===== config.mk =====
export PLATFORM = sky130hd
export DESIGN_NAME = reg_bank_expected_pipe
export DESIGN_NICKNAME = d
export VERILOG_FILES = /design/src/rtl/reg_bank_expected_pipe.sv
export SDC_FILE = /design/constraint.sdc
export NUM_CORES = 1
export LEC_CHECK = 0
export ABC_AREA = 1
export CAP_MARGIN = 20
export CORE_AREA = 8 8 45 47
export CTS_CLUSTER_DIAMETER = 200
export DETAILED_ROUTE_END_ITERATION = 10
export DIE_AREA = 0 0 53 55
export PLACE_DENSITY = 0.66
export RECOVER_POWER = 100
export SLEW_MARGIN = 20
export SYNTH_ARGS = -nofsm -noshare
export SYNTH_HDL_FRONTEND = slang
export SYNTH_SLANG_ARGS = --single-unit

===== constraint.sdc =====
create_clock -name clock_signal -period 1.2 [get_ports clock_signal]
set_clock_uncertainty 0.05 [all_clocks]
set_input_delay 0.24 -clock clock_signal [delete_from_list [all_inputs] [get_ports clock_signal]]
set_output_delay 0.24 -clock clock_signal [all_outputs]
set_load 0.05 [all_outputs]

===== src/rtl/reg_bank_expected_pipe.sv =====
// Delay line carrying {valid, addr, expected} so each compare lines up with
// the bank's read data, which arrives DEPTH cycles after the read address.
module reg_bank_expected_pipe #(
    parameter int DEPTH = 1,
    parameter int WIDTH = 12
) (
    input  logic             clock_signal,
    input  logic             reset,
    input  logic [WIDTH-1:0] din,
    output logic [WIDTH-1:0] dout
);

    logic [WIDTH-1:0] stage_r [DEPTH];

    // Shift register, cleared synchronously.
    always_ff @(posedge clock_signal) begin
        if (reset) begin
            for (int i = 0; i < DEPTH; i++) begin
                stage_r[i] <= {WIDTH{1'b0}};
            end
        end else begin
            stage_r[0] <= din;
            for (int i = 1; i < DEPTH; i++) begin
                stage_r[i] <= stage_r[i-1];
            end
        end
    end

    assign dout = stage_r[DEPTH-1];

endmodule


==> impl_metrics.env, run 1 <==
export IMPL_run_status="finished, final reports clean"
export IMPL_buffer_ports_inserted=25
export IMPL_vdd_ir_drop_max_uv=631
export IMPL_hold_path_depth=3
export IMPL_yosysTopAreaCellShare_pct=70.3
export IMPL_startpoint_type="flop"
export IMPL_synth_flop_cell="dfxtp_1"
export IMPL_num_io_pins=26
export IMPL_postSynth_asyncResetShare_pct=0
export IMPL_cts_resized=0
export IMPL_cts_clk_slew_worst_paths_ps=70
export IMPL_p_leak_nw=0.356
export IMPL_cts_htree_levels=1
export IMPL_antenna_found_initial=0
export IMPL_largest_register_ffs=12
export IMPL_cp_num_buf_inv=1
export IMPL_max_cap_violations=0
export IMPL_antenna_cells_inserted=0
export IMPL_synthToLayoutAreaGrowth_pct=115
export IMPL_endpoint_kind="output port"
export IMPL_p_per_area_nw_per_um2=1200
export IMPL_vias=291
export IMPL_largestRegisters="stage_r (12)"
export IMPL_critical_path_arrival_ps=810
export IMPL_drive_above_1_share_pct=22.7
export IMPL_number_of_enable_type_register_cells_in_the_synthesized_netlist=0
export IMPL_grt_pass1_wl_microns=1080
export IMPL_multiInputGateArea_sq_um=45.0
export IMPL_synth_common_cells="dfxtp_1 (12), inv_1 (12), nor2_1 (12)"
export IMPL_gr_ovfl_total=0
export IMPL_die_area_sq_um=2920
export IMPL_synth_nets=51
export IMPL_path_cells="buf_2"
export IMPL_timing_final_setup_violations=0
export IMPL_route_detailed_drc=0
export IMPL_netlist_top_cell_by_area="dfxtp_1"
export IMPL_gr_usage_all_layers_pct=5.37
export IMPL_slew_viol_final=0
export IMPL_synth_cell_area_sq_um=342
export IMPL_synth_area_leaders="dfxtp_1 (70%), inv_1 (13%), nor2_1 (13%)"
export IMPL_chip_width_microns=53
export IMPL_drt_pass1_iter_count=4
export IMPL_cts_hold_buffers=0
export IMPL_ys_ff_latch=12
export IMPL_critPathTopFamily="flip-flops"
export IMPL_post_dp_hpwl_microns=671
export IMPL_detailed_place_area_sq_um=736
export IMPL_post_synth_inst_count=37
export IMPL_synth_seq_area_share_pct=70.3
export IMPL_relSlewSlack_pct=82.4
export IMPL_fp_dieH_microns=55
export IMPL_register_with_the_highest_flop_count="stage_r"
export IMPL_hold_viol=0
export IMPL_timing_hold_worst_start="din[7]"
export IMPL_avgSynthCellArea_sq_um=9.23
export IMPL_area_of_the_core_sq_um=1380
export IMPL_cts_post_setup_buffers_inserted=0
export IMPL_synth_cell_types=4
export IMPL_route_antenna_remaining_nets=0
export IMPL_rsz0062_at_grt="false"
export IMPL_critical_path_depth=1
export IMPL_initial_utilization_pct=24.7
export IMPL_initialDrtViolationCount=3
export IMPL_final_design_instance_area_without_fill_sq_um=736
export IMPL_number_of_global_route_vias_before_repair=269
export IMPL_count_of_standard_cell_rows=14
export IMPL_postRouteWirelength_microns=733
export IMPL_criticalPathCategory="reg2out"
export IMPL_min_delay_path_class="in2reg"
export IMPL_fin_nets=82
export IMPL_sequential_cell_area_sq_um=240
export IMPL_drt_vias_per_instance=3.55
export IMPL_fmax_mhz=909
export IMPL_critical_path_max_fanout=1
export IMPL_yosysWarnings=0
export IMPL_final_min_period_over_clock_period_pct=91.7
export IMPL_root_buffer="clkbuf_4"
export IMPL_cts_tree="built"
export IMPL_critical_path_max_stage_delay_ps=300
export IMPL_avgRoutedWirePerCell_microns=8.94
export IMPL_tightestPinTransition_ps=264
export IMPL_grt_max_degree=8
export IMPL_clk_path_buf_depth=2
export IMPL_cts_buffers_inserted=3
export IMPL_whs_endpoint="stage_r[0][7]$_SDFF_PP0_"
export IMPL_cp_required_ps=910
export IMPL_finalSetupTns_ps=0
export IMPL_min_period_ps=1100
export IMPL_finalWeightedCongestion=0.638
export IMPL_cp_slowest_cell="dfxtp_1"
export IMPL_final_fill_count=124
export IMPL_numClockSinks=12
==> worst max path at each step <==
stage                                          from                         to
after floorplan            stage_r[0][0]$_SDFF_PP0_                    dout[0]
after global placement                        reset  stage_r[0][11]$_SDFF_PP0_
after detailed placement                      reset   stage_r[0][2]$_SDFF_PP0_
after CTS                 stage_r[0][10]$_SDFF_PP0_                   dout[10]
after global routing       stage_r[0][9]$_SDFF_PP0_                    dout[9]
final                      stage_r[0][9]$_SDFF_PP0_                    dout[9]
==> layout by cell type, fill, tap and decap left out <==
cell type | Yosys | layout
inv_1 | 12 | 12
buf_12 | 0 | 11
clkdlybuf4s50_1 | 0 | 12
clkbuf_4 | 0 | 3
buf_2 | 0 | 1
clkbuf_1 | 0 | 2
nor2_1 | 12 | 12
dlygate4sd3_1 | 0 | 1
dfxtp_1 | 12 | 12
==> cell type report <==
cell class              instances  share of cell area [%]
clock buffers                   3                    3.06
inverters                      12                    6.12
multi-input cells              12                    6.12
flip-flops and latches         12                    32.7
well taps                      16                    2.72
repair buffers                 27                    49.3
==> layer usage <==
metal / track usage [%] / wire length, microns / share of wire (%)
met1: 5.21 / 308 / 42
met2: 8.20 / 337 / 46
met3: 3.48 / 86 / 12
met4: 3.88 / 0 / 0
met5: 0 / 0 / 0
==> report_power, final <==
group	total (W)	switching, W	internal [W]
logic	0.000221	0.000103	0.000117
registers	0.000435	0.0000152	0.000420
clock network	0.000226	0.000110	0.000116
total	0.000881	0.000228	0.000653
==> logic make-up after synthesis <==
| logic type | synth area share (%) |
|---|---|
| and+or+nand+nor | 13.2 |
| buffers and inverters | 16.5 |
| DFF | 70.3 |
==> metrics by stage <==
stage	utilization, %	worst slack (ps)	instances	hold WS [ps]	total power, W
floorplan	-	323	37	261	0.000532
global placement	53.2	139	79	639	0.000676
detailed placement	53.2	118	79	638	0.000678
CTS	54.8	130	82	432	0.000909
global route	53.2	54.2	82	433	0.000932
finish	53.2	99.7	82	442	0.000881
Note: power is estimated with default switching activity, not from simulation.
==> run 2, diff against run 1 <==
--- a/config.mk
+++ b/config.mk
@@ -13,7 +13,6 @@
 export DIE_AREA = 0 0 53 55
 export PLACE_DENSITY = 0.66
 export RECOVER_POWER = 100
-export SLEW_MARGIN = 20
 export SYNTH_ARGS = -nofsm -noshare
 export SYNTH_HDL_FRONTEND = slang
 export SYNTH_SLANG_ARGS = --single-unit
==> results of run 2 <==
The final DEF is identical to that of run 1; final timing and power are the same.
==> run 3, diff against run 2 <==
--- a/config.mk
+++ b/config.mk
@@ -13,6 +13,7 @@
 export DIE_AREA = 0 0 53 55
 export PLACE_DENSITY = 0.66
 export RECOVER_POWER = 100
+export REMOVE_ABC_BUFFERS = 1
 export SYNTH_ARGS = -nofsm -noshare
 export SYNTH_HDL_FRONTEND = slang
 export SYNTH_SLANG_ARGS = --single-unit
==> run 3 against run 2 <==
  * Via count rose by 3.1%
  * Utilization decreased by 3.6 points
  * Cell count increased by 2.4%
  * Worst setup slack lost 15 ps
  * Critical path type unchanged
  * Critical endpoint is now dout[1]
==> impl_metrics.env, run 3 (synthesis results as in run 1) <==
export IMPL_min_period_ps=1120
export IMPL_chip_width_microns=53
export IMPL_timing_hold_worst_start="din[5]"
export IMPL_initialDrtViolationCount=0
export IMPL_antenna_found_initial=0
export IMPL_route_detailed_drc=0
export IMPL_max_cap_violations=0
export IMPL_critPathTopFamily="flip-flops"
export IMPL_die_area_sq_um=2920
export IMPL_largest_register_ffs=12
export IMPL_cts_clk_slew_worst_paths_ps=70
export IMPL_startpoint_type="flop"
export IMPL_number_of_global_route_vias_before_repair=300
export IMPL_rsz0062_at_grt="false"
export IMPL_relSlewSlack_pct=83.1
export IMPL_final_fill_count=148
export IMPL_fmax_mhz=896
export IMPL_num_io_pins=26
export IMPL_vias=300
export IMPL_root_buffer="clkbuf_4"
export IMPL_slew_viol_final=0
export IMPL_avgRoutedWirePerCell_microns=10.0
export IMPL_p_per_area_nw_per_um2=1380
export IMPL_finalWeightedCongestion=0.608
export IMPL_sequential_cell_area_sq_um=240
export IMPL_path_cells="buf_2"
export IMPL_route_antenna_remaining_nets=0
export IMPL_criticalPathCategory="reg2out"
export IMPL_most_common_layout_cells="inv_1 (12), nor2_1 (12), clkdlybuf4s50_1 (12), dfxtp_1 (12)"
export IMPL_cts_htree_levels=1
export IMPL_fin_nets=83
export IMPL_area_of_the_core_sq_um=1380
export IMPL_drive_above_1_share_pct=23.5
export IMPL_numClockSinks=12
export IMPL_endpoint_kind="output port"
export IMPL_gr_ovfl_total=0
export IMPL_fp_dieH_microns=55
export IMPL_preCtsSetupSlack_ps=109
export IMPL_clk_path_buf_depth=2
export IMPL_grt_max_degree=8
export IMPL_critical_path_arrival_ps=830
export IMPL_synthToLayoutAreaGrowth_pct=101
export IMPL_postRouteWirelength_microns=842
export IMPL_vdd_ir_drop_max_uv=568
export IMPL_final_min_period_over_clock_period_pct=93.0
export IMPL_gr_usage_all_layers_pct=5.86
export IMPL_cts_hold_buffers=0
export IMPL_critical_path_max_stage_delay_ps=310
export IMPL_min_delay_path_class="in2reg"
export IMPL_antenna_cells_inserted=0
export IMPL_cts_buffers_inserted=3
export IMPL_count_of_standard_cell_rows=14
export IMPL_cts_post_setup_buffers_inserted=0
export IMPL_critical_path_max_fanout=1
export IMPL_cp_num_buf_inv=1
export IMPL_initial_utilization_pct=24.7
export IMPL_grt_pass1_wl_microns=1210
export IMPL_drt_vias_per_instance=3.57
export IMPL_crit_start="stage_r[0][1]$_SDFF_PP0_"
export IMPL_finalWorstSetupSlack_ps=84.5
export IMPL_run_status="finished, final reports clean"
export IMPL_cp_required_ps=910
export IMPL_p_leak_nw=0.344
export IMPL_hold_viol=0
export IMPL_timing_final_setup_violations=0
export IMPL_drt_pass1_iter_count=1
export IMPL_buffer_ports_inserted=25
export IMPL_register_with_the_highest_flop_count="stage_r"
export IMPL_finalSetupTns_ps=0
export IMPL_largestRegisters="stage_r (12)"
export IMPL_multiInputGateArea_sq_um=45.0
export IMPL_cts_resized=0
export IMPL_tightestPinTransition_ps=255
export IMPL_cp_slowest_cell="dfxtp_1"
export IMPL_post_dp_hpwl_microns=728
export IMPL_cts_tree="built"
-- run 3: changes by cell type in the layout (fill, tap and decap cells not counted), sizes merged --
| cell | delta |
|---|---|
| buf | -3 |
| clkbuf | +5 |
-- run 3: area by class of cell --
cell class / count / area share [%]
Multi-Input combinational cell: 12 / 6.57
Inverter: 12 / 6.57
Clock buffer: 4 / 5.29
Sequential cell: 12 / 35.0
Tap cell: 16 / 2.92
Timing Repair Buffer: 28 / 43.6
-- run 3: per-stage QoR --
stage	utilization [%]	cell area, sq um	std cells	power [W]	hold WS, ps
floorplan	-	330	36	0.000525	261
global route	49.5	686	84	0.000997	428
detailed placement	53.7	743	80	0.000682	638
global placement	53.7	743	80	0.000679	638
CTS	56.3	779	84	0.00100	419
finish	49.5	686	84	0.000943	430
-- run 3: power breakdown --
part           leakage (nW)  internal, W  switching (W)
clock                0.0210     0.000184       0.000131
sequential            0.100     0.000419      0.0000101
combinational         0.223    0.0000939       0.000104
total                 0.344     0.000697       0.000246
-- run 3: worst paths after layout --
check,endpoint,cells past startpoint
max,dout[1],1
min,stage_r[0][5]$_SDFF_PP0_,3
-- run 3: metal layers --
layer | up-vias | routed length (microns) | GRT usage (%)
met3 | 0 | 104 | 3.21
li1 | 161 | - | -
met5 | - | 0 | 0
met4 | 0 | 0 | 5.17
met2 | 16 | 417 | 9.96
met1 | 123 | 320 | 4.89
